### src/rtl/boot_pkg.sv
// boot_pkg: boot FSM state encoding and word stride shared by the loader and the PC mux.
package boot_pkg;
  typedef enum logic [2:0] {BL_IDLE, BL_LOAD, BL_LAUNCH, BL_DONE, BL_ERR} bl_state_t;
  localparam int WORD_STRIDE = 4;
endpackage

### src/rtl/boot_watchdog.sv
// boot_watchdog: counts consecutive enabled cycles and flags the TIMEOUT-th one.
module boot_watchdog #(
  parameter int TIMEOUT = 1024
) (
  input  logic clk,
  input  logic rst_n,
  input  logic en,
  input  logic clr,
  output logic expired
);
  localparam int CW = $clog2(TIMEOUT + 1);
  logic [CW-1:0] cnt;
  always_ff @(posedge clk)
    if (!rst_n || clr) cnt <= '0;
    else if (en) cnt <= cnt + CW'(1);
  assign expired = en && cnt == CW'(TIMEOUT - 1);
endmodule

### src/rtl/boot_loader.sv
// boot_loader: streams a program into instruction memory, then raises INT with entryPoint.
module boot_loader
  import boot_pkg::*;
#(
  parameter int ADDR_W     = 32,
  parameter int DATA_W     = 32,
  parameter int CNT_W      = 16,
  parameter int TIMEOUT    = 1024,
  parameter int INT_CYCLES = 1
) (
  input  logic              clk,
  input  logic              rst_n,
  input  logic              start,
  input  logic [ADDR_W-1:0] base_addr,
  input  logic [ADDR_W-1:0] entry_addr,
  input  logic [CNT_W-1:0]  word_count,
  input  logic              in_valid,
  output logic              in_ready,
  input  logic [DATA_W-1:0] in_data,
  output logic              mem_we,
  output logic [ADDR_W-1:0] mem_addr,
  output logic [DATA_W-1:0] mem_wdata,
  output logic              INT,
  output logic [ADDR_W-1:0] entryPoint,
  output logic              busy,
  output logic              done,
  output logic              error,
  output logic [DATA_W-1:0] checksum,
  output logic [CNT_W-1:0]  words_loaded
);
  localparam int LW = $clog2(INT_CYCLES + 1);
  bl_state_t state, next;
  logic [ADDR_W-1:0] addr_q;
  logic [CNT_W-1:0] count_q;
  logic [LW-1:0] lcnt;
  logic idle, hs, last, expired;
  assign idle = state == BL_IDLE || state == BL_DONE || state == BL_ERR;
  assign hs = in_valid && in_ready;
  assign last = words_loaded + CNT_W'(1) == count_q;
  assign in_ready = state == BL_LOAD;
  assign INT = state == BL_LAUNCH;
  assign busy = in_ready || INT;
  assign done = state == BL_DONE;
  assign error = state == BL_ERR;
  boot_watchdog #(.TIMEOUT(TIMEOUT)) u_wd (
    .clk(clk),
    .rst_n(rst_n),
    .en(in_ready && !in_valid),
    .clr(!in_ready || in_valid),
    .expired(expired)
  );
  always_ff @(posedge clk)
    if (!rst_n) state <= BL_IDLE;
    else state <= next;
  always_comb begin
    next = state;
    case (state)
      BL_LOAD:   next = hs && last ? BL_LAUNCH : expired ? BL_ERR : BL_LOAD;
      BL_LAUNCH: next = lcnt == LW'(INT_CYCLES - 1) ? BL_DONE : BL_LAUNCH;
      default:   if (start) next = base_addr[1:0] != 2'b00 ? BL_ERR : word_count == '0 ? BL_LAUNCH : BL_LOAD;
    endcase
  end
  // addr_q runs one word ahead of the registered mem_addr
  always_ff @(posedge clk)
    if (!rst_n) begin
      mem_we       <= 1'b0;
      mem_addr     <= '0;
      mem_wdata    <= '0;
      entryPoint   <= '0;
      checksum     <= '0;
      words_loaded <= '0;
      addr_q       <= '0;
      count_q      <= '0;
      lcnt         <= '0;
    end else begin
      mem_we <= 1'b0;
      lcnt   <= INT ? lcnt + LW'(1) : '0;
      if (idle && start) begin
        addr_q       <= base_addr;
        entryPoint   <= entry_addr;
        count_q      <= word_count;
        checksum     <= '0;
        words_loaded <= '0;
      end else if (hs) begin
        mem_we       <= 1'b1;
        mem_addr     <= addr_q;
        mem_wdata    <= in_data;
        addr_q       <= addr_q + ADDR_W'(WORD_STRIDE);
        checksum     <= checksum ^ in_data;
        words_loaded <= words_loaded + CNT_W'(1);
      end
    end
endmodule

### config.mk
export PLATFORM = sky130hd
export DESIGN_NAME = boot_loader
export DESIGN_NICKNAME = d
export VERILOG_FILES = /design/src/rtl/boot_pkg.sv /design/src/rtl/boot_watchdog.sv /design/src/rtl/boot_loader.sv
export SDC_FILE = /design/constraint.sdc
export NUM_CORES = 1
export LEC_CHECK = 0
export ABC_CLOCK_PERIOD_IN_PS = 3100
export CAP_MARGIN = 20
export CORE_MARGIN = 1.5
export CORE_UTILIZATION = 48
export CTS_BUF_LIST = sky130_fd_sc_hd__clkbuf_4
export DETAILED_ROUTE_END_ITERATION = 6
export GPL_TIMING_DRIVEN = 0
export HOLD_SLACK_MARGIN = 0.15
export PLACE_DENSITY = 0.82
export SYNTH_ARGS = -nofsm -noshare
export SYNTH_HDL_FRONTEND = slang
export SYNTH_HIERARCHICAL = 1
export SYNTH_SLANG_ARGS = --single-unit
export TNS_END_PERCENT = 20
### constraint.sdc
create_clock -name clk -period 3.1 [get_ports clk]
set_clock_uncertainty 0.05 [all_clocks]
set_input_delay 0.62 -clock clk [delete_from_list [all_inputs] [get_ports clk]]
set_output_delay 0.62 -clock clk [all_outputs]
set_load 0.05 [all_outputs]
==> results of run 1 <==
-- critical path, stage by stage (launching register included) --
cell	delay (ns)
dfxtp_1	0.39
nor2b_1	0.19
nand2b_1	0.12
inv_1	0.09
clkdlybuf4s50_1	0.81
-- flip-flops by register name (all words and copies together), names as in the netlist --
register,flops
addr_q,32
checksum,32
entryPoint,32
mem_addr,32
mem_wdata,32
count_q,16
words_loaded,16
u_wd/cnt,11
state,3
lcnt,1
mem_we,1
-- cells by family (layout without fill, tap and decap cells) --
group / after synthesis / count (layout) / synth area share (%)
DFF: 208 / 208 / 48.5
buffers and inverters: 81 / 437 / 4.27
xor gates and xnor gates: 71 / 71 / 7.24
muxes: 2 / 2 / 0.248
AOI/OAI and AO/OA: 229 / 229 / 15.2
other: 0 / 1 / 0
and+or+nand+nor: 464 / 464 / 24.1
adders and majority gates: 3 / 3 / 0.437
-- cell type report --
cell class / instances / area [µm²]
Antenna cell: 1 / 2.50
Buffer: 70 / 325
Clock buffer: 72 / 541
Clock inverter: 20 / 81.3
Fill cell: 1475 / 5280
Inverter: 11 / 41.3
Multi-Input combinational cell: 769 / 4060
Sequential cell: 208 / 4160
Tap cell: 225 / 282
Timing Repair Buffer: 264 / 2640
-- how the worst max path moves through the flow --
| stage | from | to | slack (ns) | depth (start not counted) |
|---|---|---|---|---|
| after global placement | in_valid | addr_q[2] | -0.12 | 8 |
| final | state[1] | INT | 0.19 | 4 |
| after detailed placement | in_valid | addr_q[2] | -0.17 | 8 |
| after CTS | state[1] | INT | 0.15 | 4 |
| after floorplan | words_loaded[0] | state[2] | 0.51 | 7 |
| after global routing | state[1] | INT | 0.04 | 4 |
-- per-layer routing --
layer  track usage, %  routed length, µm  up-vias
met3             9.81               2570       63
met2             48.6              12900      362
met5                0                  0        -
met4             10.8                754        0
li1                 -                  -     4260
met1             32.9              10800     4051
-- layout by cell type, fill, tap and decap left out, types with 23 or more instances in the layout --
| cell type | synthesis | final |
|---|---|---|
| xor2_1 | 48 | 48 |
| nor2_1 | 81 | 81 |
| o21ai_0 | 24 | 24 |
| clkbuf_4 | 0 | 72 |
| a21oi_1 | 153 | 153 |
| clkdlybuf4s50_1 | 0 | 262 |
| nand2_1 | 270 | 270 |
| xnor2_1 | 23 | 23 |
| clkbuf_1 | 48 | 48 |
| dfxtp_1 | 208 | 208 |
-- power groups by stage --
stage,Combinational [µW],Sequential [µW],Clock (µW)
detailed placement,1380,3010,0
global placement,1360,3010,0
CTS,1380,2950,2240
finish,1380,2950,2200
global route,1470,2980,2380
floorplan,532,3290,0
-- metrics by stage --
stage | cells | util, % | worst slack (ns)
4_1_cts | 1639 | 69.7 | 0.147
6_report | 1640 | 69.7 | 0.191
3_5_place_dp | 1547 | 66.1 | -0.168
3_3_place_gp | 1547 | 66.1 | -0.123
5_1_grt | 1640 | 69.7 | 0.0391
2_1_floorplan | 1058 | - | 0.509
==> results.ini, run 1 <==
[run_status]
status = finished clean

[power_and_ir_drop]
p_switching_uw = 2130
leakage_uw = 0.00429
power_frac_clock_pct = 33.6
power.sequential.fraction_pct = 45.2
switching_portion_of_total_power_pct = 32.6
intPower_uw = 4400
design_power_total_uw = 6530
maximum_vdd_drop_uv = 372
power.density_cell_area_nw_per_um2 = 538
power_frac_comb_pct = 21.1

[layout]
flow.area_growth_from_synthesis_pct = 41.3
nNetsFinal = 1496
layout-drive-gt1-share_pct = 7.99
postLayoutCellArea_um2 = 12100

[yosys]
asyncSetResetFlopFracSynth_pct = 0
yosys.area.top_type_share_pct = 48.5
ys_types = 65
postSynthAreaPerCell_um2 = 8.12
synth_fp_nets = 1177
synth-seq-cells = 208
yosys-top-cells-count = 270 x nand2_1, 208 x dfxtp_1, 153 x a21oi_1, 81 x nor2_1
synthesis.area_um2 = 8590
post_synth_edffs = 0
synth_top_cells_by_area = dfxtp_1 48%, nand2_1 12%, a21oi_1 8.9%
synth_warnings = 6
synth_area_leader_cell = dfxtp_1
yosys_most_used_dff = dfxtp_1
cell_with_the_most_instances_after_synthesis = nand2_1
seq_area_frac_synth_pct = 48.5
postSynthCellCount = 1058

[floorplan]
io-pin-count = 266
core.rowCount = 48
floorplan.die_area_um2 = 18700
chipHeight_um = 137
initial_core_util_pct = 49.3
floorplan.core_area_um2 = 17400
die_w_um = 137

[run]
cap_violations = 0

[sta]
period_share_pct = 93.8
rsz0062_at_grt = no
min_period_ns = 2.91
worst_hold_slack_ns = 0.383
drv_slew = 0
timing.max_slew.rel_slack_pct = 47.9
totalNegativeSetupSlack_ns = 0
fin_hold_viols = 0
fmax_ghz = 0.344
setup_viol = 0
timing_worst_slew_pin_value_ns = 0.776

[critical_path]
critPathMaxFanout = 6
timing_worst_setup_path_type = flop to primary output
critical_path.startpoint_type = flop
regToRegEndpoint = addr_q[2]
regToRegStartpoint = state[2]
worstPathRequired_ns = 2.43
critPathArrivalTime_ns = 2.24
ff2ff_setup_slack_ns = 0.44
rr_worst_depth = 7
timing.critical_path.to_type = primary output

[placement]
post-dp-hpwl_um = 19800
post_dp_cell_area_um2 = 11500
port_buf_inserts = 264
gp_congestion = 0.896

[clocking]
postCtsHoldBufs = 0
clock_network_latency_to_the_later_pin_of_the_worst_skew_pair_ns = 0.65
clock_sink_count = 208
h-tree-depth = 2
post-cts-setup-buffer-count = 0
cts_tree = built
clk_pin_slew_worst_paths_ns = 0.07
post_cts.resized_instances = 2
cts_max_path_buffers = 3
ctsRootBufferMaster = clkbuf_4
cts_buffers = 53

[routing]
first_pass_iters = 6
routedWlPerCell_um = 16.4
number_of_violations_reported_at_the_end_of_detailed_routing_iteration_0 = 453
postRouteAntennaNets = 0
routed_via_density = 5.33
detail_route.wirelength_um = 27000
drc = 0
detailroute.via_count = 8736

[global_route]
grt_max_degree = 15
overflow = 0
grt_pass1_vias = 8430
globalRouteTotalUtil_pct = 28.5
antenna_violations_before_repair = 1
first_pass_grt_wire_length_um = 41600

[hold_path]
worstHoldEndpoint = lcnt
min_path_cells = 1
worstHoldStart = lcnt
timing.hold.worst.class = flop to flop

Note: power is estimated with default switching activity, not from simulation.
==> inputs of run 2 (changes only) <==
--- a/config.mk
+++ b/config.mk
@@ -5,7 +5,7 @@
 export SDC_FILE = /design/constraint.sdc
 export NUM_CORES = 1
 export LEC_CHECK = 0
-export ABC_CLOCK_PERIOD_IN_PS = 3100
+export ABC_CLOCK_PERIOD_IN_PS = 3150
 export CAP_MARGIN = 20
 export CORE_MARGIN = 1.5
 export CORE_UTILIZATION = 48
==> constraint.sdc (replaced) <==
create_clock -name clk -period 3.15 [get_ports clk]
set_clock_uncertainty 0.05 [all_clocks]
set_input_delay 0.63 -clock clk [delete_from_list [all_inputs] [get_ports clk]]
set_output_delay 0.63 -clock clk [all_outputs]
set_load 0.05 [all_outputs]
==> run 2 against run 1 <==
Against the previous run: first-iteration DRC count is 2.4% higher; flip-flop and latch count stayed put; global-route usage hardly changed; utilization about the same; routed wire length is essentially flat; cell count unchanged; clock power fell by 2%; power decreased by 1.6%; worst hold slack is essentially flat; sequential share of layout area barely moved; clock-buffer cell count stayed put; highest routed layer unchanged.
==> results.ini, run 2 (same netlist as run 1, synthesis figures left out) <==
[critical_path]
regToRegEndpoint = addr_q[2]  ; unchanged
critical_path.startpoint_type = flop  ; unchanged
worst-path-buf-inv = 2  ; unchanged
max_stage_delay_ns = 0.81  ; about the same
timing.critical_path.to_type = primary output  ; unchanged
timing_worst_setup_path_type = flop to primary output  ; unchanged
path_cells = nor2b_1 > nand2b_1 > inv_1 > clkdlybuf4s50_1  ; unchanged
cp_top_family = buffers and inverters  ; unchanged
critPathMaxFanout = 6  ; unchanged
ff2ff_setup_slack_ns = 0.49  ; was 0.44 ns
crit_path_top_delay_cell = clkdlybuf4s50_1  ; unchanged
worstPathRequired_ns = 2.47  ; was 2.43 ns
critPathArrivalTime_ns = 2.24  ; about the same
rr_worst_depth = 7  ; unchanged
regToRegStartpoint = state[2]  ; unchanged

[hold_path]
worstHoldStart = lcnt  ; unchanged
timing.hold.worst.class = flop to flop  ; unchanged
min_path_cells = 1  ; unchanged
worstHoldEndpoint = lcnt  ; unchanged

[clocking]
h-tree-depth = 2  ; unchanged
cts_buffers = 53  ; unchanged
clock_sink_count = 208  ; unchanged
postCtsHoldBufs = 0  ; unchanged
ctsRootBufferMaster = clkbuf_4  ; unchanged
cts_tree = built  ; unchanged
cts_max_path_buffers = 3  ; unchanged
clock_network_latency_to_the_later_pin_of_the_worst_skew_pair_ns = 0.65  ; about the same
post-cts-setup-buffer-count = 0  ; unchanged
clk_pin_slew_worst_paths_ns = 0.07  ; about the same

[power_and_ir_drop]
maximum_vdd_drop_uv = 366  ; was 372 µV
leakage_uw = 0.00431  ; was 0.00429 µW
power.density_cell_area_nw_per_um2 = 529  ; was 538 nW/µm²

[global_route]
grt_pass1_vias = 8435  ; was 8,430
first_pass_grt_wire_length_um = 41700  ; was 41,600 µm
grt_max_degree = 15  ; unchanged
antenna_violations_before_repair = 1  ; unchanged
globalRouteTotalUtil_pct = 28.5  ; about the same
overflow = 0  ; unchanged

[routing]
detailroute.via_count = 8732  ; was 8,736
number_of_violations_reported_at_the_end_of_detailed_routing_iteration_0 = 464  ; was 453
first_pass_iters = 5  ; was 6
drc = 0  ; unchanged
postRouteAntennaNets = 0  ; unchanged
routedWlPerCell_um = 16.4  ; about the same
routed_via_density = 5.32  ; was 5.33
detail_route.wirelength_um = 27000  ; about the same

[layout]
commonest_non_fill_non_tap_cell_in_the_layout = nand2_1  ; unchanged
postLayoutCellArea_um2 = 12100  ; about the same
post_layout_nonfiller_instances = 1640  ; unchanged
filler_cell_count = 1473  ; was 1,475
most-common-layout-cells = 270 x nand2_1, 262 x clkdlybuf4s50_1, 208 x dfxtp_1  ; unchanged
final_util_pct = 69.7  ; about the same
flow.area_growth_from_synthesis_pct = 41.4  ; was 41.3%
layout-drive-gt1-share_pct = 7.99  ; unchanged
nNetsFinal = 1496  ; unchanged

[sta]
timing.max_slew.rel_slack_pct = 47.1  ; was 47.9%
rsz0062_at_grt = no  ; unchanged
fin_hold_viols = 0  ; unchanged
fmax_ghz = 0.343
timing_worst_slew_pin_value_ns = 0.793  ; was 0.776 ns
drv_slew = 0  ; unchanged
setup_viol = 0  ; unchanged
min_period_ns = 2.92
period_share_pct = 92.5

[run]
cap_violations = 0  ; unchanged

[placement]
port_buf_inserts = 264  ; unchanged
post_dp_cell_area_um2 = 11500  ; unchanged
post-dp-hpwl_um = 19800  ; unchanged
placedCellCount = 1547  ; unchanged
gp_congestion = 0.896  ; unchanged

[floorplan]
initial_core_util_pct = 49.3  ; unchanged
die_w_um = 137  ; unchanged
io-pin-count = 266  ; unchanged
core.rowCount = 48  ; unchanged
floorplan.core_area_um2 = 17400  ; unchanged
floorplan.die_area_um2 = 18700  ; unchanged
chipHeight_um = 137  ; unchanged

[run_status]
status = finished clean  ; unchanged

==> run 2: stage by stage <==
step | power, µW | hold slack [ns] | setup WS [ns] | TNS, ns
2_1_floorplan | 3760 | 0.352 | 0.559 | 0
3_5_place_dp | 4320 | 0.373 | -0.128 | -1.36
6_report | 6430 | 0.383 | 0.235 | 0
5_1_grt | 6720 | 0.399 | 0.0791 | 0
4_1_cts | 6480 | 0.377 | 0.00475 | 0
3_3_place_gp | 4300 | 0.363 | -0.0825 | -0.224
==> run 2: worst max-delay path by stage <==
stage                    start   endpoint  slack, ns  cells past startpoint
3_3_place_gp          in_valid  addr_q[2]      -0.08                      8
5_1_grt               state[1]        INT       0.08                      4
2_1_floorplan  words_loaded[0]   state[2]       0.56                      7
6_report              state[1]        INT       0.23                      4
3_5_place_dp          in_valid  addr_q[2]      -0.13                      8
4_1_cts               state[2]   in_ready      0.005                      4
==> run 2: power breakdown <==
part / switching, µW / internal (µW) / total, µW
logic: 874 / 488 / 1360
registers: 123 / 2790 / 2910
clock network: 1100 / 1060 / 2160
==> run 2: routing by layer <==
metal | global-route usage (%) | up-vias | part of all wire, %
met2 | 48.6 | 354 | 48
met4 | 10.8 | 0 | 2.7
met1 | 33.0 | 4058 | 40
li1 | - | 4261 | -
met3 | 9.70 | 59 | 9.4
met5 | 0 | - | 0
==> run 2: worst reg2reg max path, stage by stage (launching register included) <==
cell and delay, ns:
dfxtp_1 0.41, nand4bb_1 0.29, clkbuf_1 0.51, clkbuf_1 0.49
buf_2 0.41, nor2_1 0.08, a221oi_1 0.21, nor2_1 0.07
==> run 2: area by class of cell <==
class | instances | area [µm²] | area share [%]
diodes | 1 | 2.50 | 0.0206
plain buffers | 70 | 325 | 2.68
clock buffers | 72 | 541 | 4.45
clock inverters | 20 | 81.3 | 0.670
inverters | 11 | 41.3 | 0.340
multi-input cells | 769 | 4060 | 33.4
flip-flops and latches | 208 | 4160 | 34.3
well taps | 225 | 282 | 2.32
repair buffers | 264 | 2650 | 21.8
==> run 2: what timing repair did <==
item / CTS / global route
setup endpoints to repair: 0 / 2
hold endpoints to repair: 0 / 0
gates resized for setup: 0 / 2
==> inputs of run 3 (changes only) <==
==> constraint.sdc (replaced) <==
create_clock -name clk -period 3.15 [get_ports clk]
set_clock_uncertainty 0.05 [all_clocks]
set_input_delay 0.63 -clock clk [delete_from_list [all_inputs] [get_ports clk]]
set_output_delay 0.63 -clock clk [all_outputs]
set_load 0.005 [all_outputs]
==> run 3 against run 2 <==
Against the previous run: non-clock buffer count unchanged; highest routed layer unchanged; utilization about the same; clock power about the same; critical path depth unchanged; maximum frequency increased by 3.9%; critical path type unchanged; worst setup slack improved by 0.11 ns; cell count unchanged.
==> results.ini, run 3 (same netlist as run 1, synthesis figures left out) <==
[sta]
drv_slew = 0  ; unchanged
fin_hold_viols = 0  ; unchanged
period_share_pct = 89.0  ; was 92.5%
rsz0062_at_grt = no  ; unchanged
setup_viol = 0  ; unchanged
layout_setup_ws_ns = 0.345  ; was 0.235 ns
min_period_ns = 2.80  ; was 2.92 ns
totalNegativeSetupSlack_ns = 0  ; unchanged
timing_worst_slew_pin_value_ns = 0.782  ; was 0.793 ns
fmax_ghz = 0.357  ; was 0.343 GHz
timing.max_slew.rel_slack_pct = 47.5  ; was 47.1%

[clocking]
cts_buffers = 53  ; unchanged
cts_tree = built  ; unchanged
clock_network_latency_to_the_later_pin_of_the_worst_skew_pair_ns = 0.65  ; about the same
postCtsHoldBufs = 0  ; unchanged
post_cts.resized_instances = 0  ; unchanged
clk_pin_slew_worst_paths_ns = 0.07  ; about the same
post-cts-setup-buffer-count = 0  ; unchanged
h-tree-depth = 2  ; unchanged
ctsRootBufferMaster = clkbuf_4  ; unchanged
cts_max_path_buffers = 3  ; unchanged
clock_sink_count = 208  ; unchanged

[critical_path]
timing_worst_setup_path_type = flop to primary output  ; unchanged
critPathMaxFanout = 6  ; unchanged
critPathArrivalTime_ns = 2.12  ; was 2.24 ns
critical_path.startpoint_type = flop  ; unchanged
timing.critical_path.to_type = primary output  ; unchanged
worstPathRequired_ns = 2.47  ; about the same
path_cells = nand2b_1 > or2_2 > inv_1 > clkdlybuf4s50_1  ; was nor2b_1 > nand2b_1 > inv_1 > clkdlybuf4s50_1
rr_worst_depth = 7  ; unchanged
crit_path_top_delay_cell = clkdlybuf4s50_1  ; unchanged
max_stage_delay_ns = 0.54  ; was 0.81 ns

[layout]
filler_cell_count = 1475  ; was 1,473
flow.area_growth_from_synthesis_pct = 41.3  ; was 41.4%
area.sequential_um2 = 4160  ; unchanged
final_util_pct = 69.7  ; about the same
multi_input_area_um2 = 4060  ; unchanged
nNetsFinal = 1496  ; unchanged
layout-drive-gt1-share_pct = 7.99  ; unchanged
post_layout_nonfiller_instances = 1640  ; unchanged
commonest_non_fill_non_tap_cell_in_the_layout = nand2_1  ; unchanged
most-common-layout-cells = 270 x nand2_1, 264 x clkdlybuf4s50_1, 208 x dfxtp_1  ; was 270 x nand2_1, 262 x clkdlybuf4s50_1, 208 x dfxtp_1

[floorplan]
core.rowCount = 48  ; unchanged
chipHeight_um = 137  ; unchanged
io-pin-count = 266  ; unchanged
floorplan.core_area_um2 = 17400  ; unchanged
floorplan.die_area_um2 = 18700  ; unchanged
initial_core_util_pct = 49.3  ; unchanged
die_w_um = 137  ; unchanged

[hold_path]
min_path_cells = 1  ; unchanged
timing.hold.worst.class = flop to flop  ; unchanged

[routing]
routedWlPerCell_um = 16.4  ; about the same
detail_route.wirelength_um = 26900  ; was 27,000 µm
number_of_violations_reported_at_the_end_of_detailed_routing_iteration_0 = 457  ; was 464
first_pass_iters = 7  ; was 5
drc = 0  ; unchanged
routed_via_density = 5.30  ; was 5.32
detailroute.via_count = 8694  ; was 8,732
postRouteAntennaNets = 0  ; unchanged

[placement]
pre_cts_slack_ns = -0.128  ; unchanged
port_buf_inserts = 264  ; unchanged
gp_congestion = 0.896  ; unchanged
post-dp-hpwl_um = 19800  ; unchanged
placedCellCount = 1547  ; unchanged

[run]
cap_violations = 0  ; unchanged

[global_route]
grt_max_degree = 15  ; unchanged
grt_pass1_vias = 8435  ; unchanged
antenna_violations_before_repair = 1  ; unchanged
globalRouteTotalUtil_pct = 28.5  ; unchanged
overflow = 0  ; unchanged
first_pass_grt_wire_length_um = 41700  ; unchanged

[power_and_ir_drop]
maximum_vdd_drop_uv = 349  ; was 366 µV
power.density_cell_area_nw_per_um2 = 503  ; was 529 nW/µm²
leakage_uw = 0.00428  ; was 0.00431 µW

[run_status]
status = finished clean  ; unchanged

==> run 3: path summary, 6_finish.rpt <==
check / from / end / slack, ns
worst max-delay path: state[2] / in_ready / 0.35
worst min-delay path: lcnt / lcnt / 0.38
worst max register to register: state[1] / addr_q[2] / 0.50
worst min register to register: lcnt / lcnt / 0.38
==> run 3: final cells by class <==
class                      count  area share (%)
sequential                   208            34.3
multi-input combinational    769            33.4
timing repair buffer         264            21.8
clock buffer                  72            4.45
buffer                        70            2.68
tap                          225            2.32
clock inverter                20           0.670
inverter                      11           0.340
antenna                        1          0.0206
==> run 3: worst max-delay path, delay by kind of cell (launching register included) <==
family	cells	cell delay, ns
AND/OR/NAND/NOR	2	0.46
flip-flops	1	0.35
buffers and inverters	2	0.68
==> run 3: where the power goes <==
group	leakage [µW]	internal [µW]	switching [µW]	total, µW
clock network	0.000370	1060	1100	2160
registers	0.00169	2790	122	2910
logic	0.00222	489	548	1040
==> run 3: routing by layer <==
metal / global-route usage, % / share of wire, %
met5: 0 / 0
met4: 10.8 / 2.8
met3: 9.70 / 9.5
met1: 33.0 / 40
met2: 48.6 / 48
==> run 3: per-stage QoR <==
step / hold slack [ns] / total power, µW / area [µm²]
detailed placement: 0.373 / 3990 / 11500
CTS: 0.377 / 6150 / 12100
finish: 0.382 / 6100 / 12100
global route: 0.399 / 6400 / 12100
floorplan: 0.352 / 3440 / 8590
global placement: 0.363 / 3970 / 11500
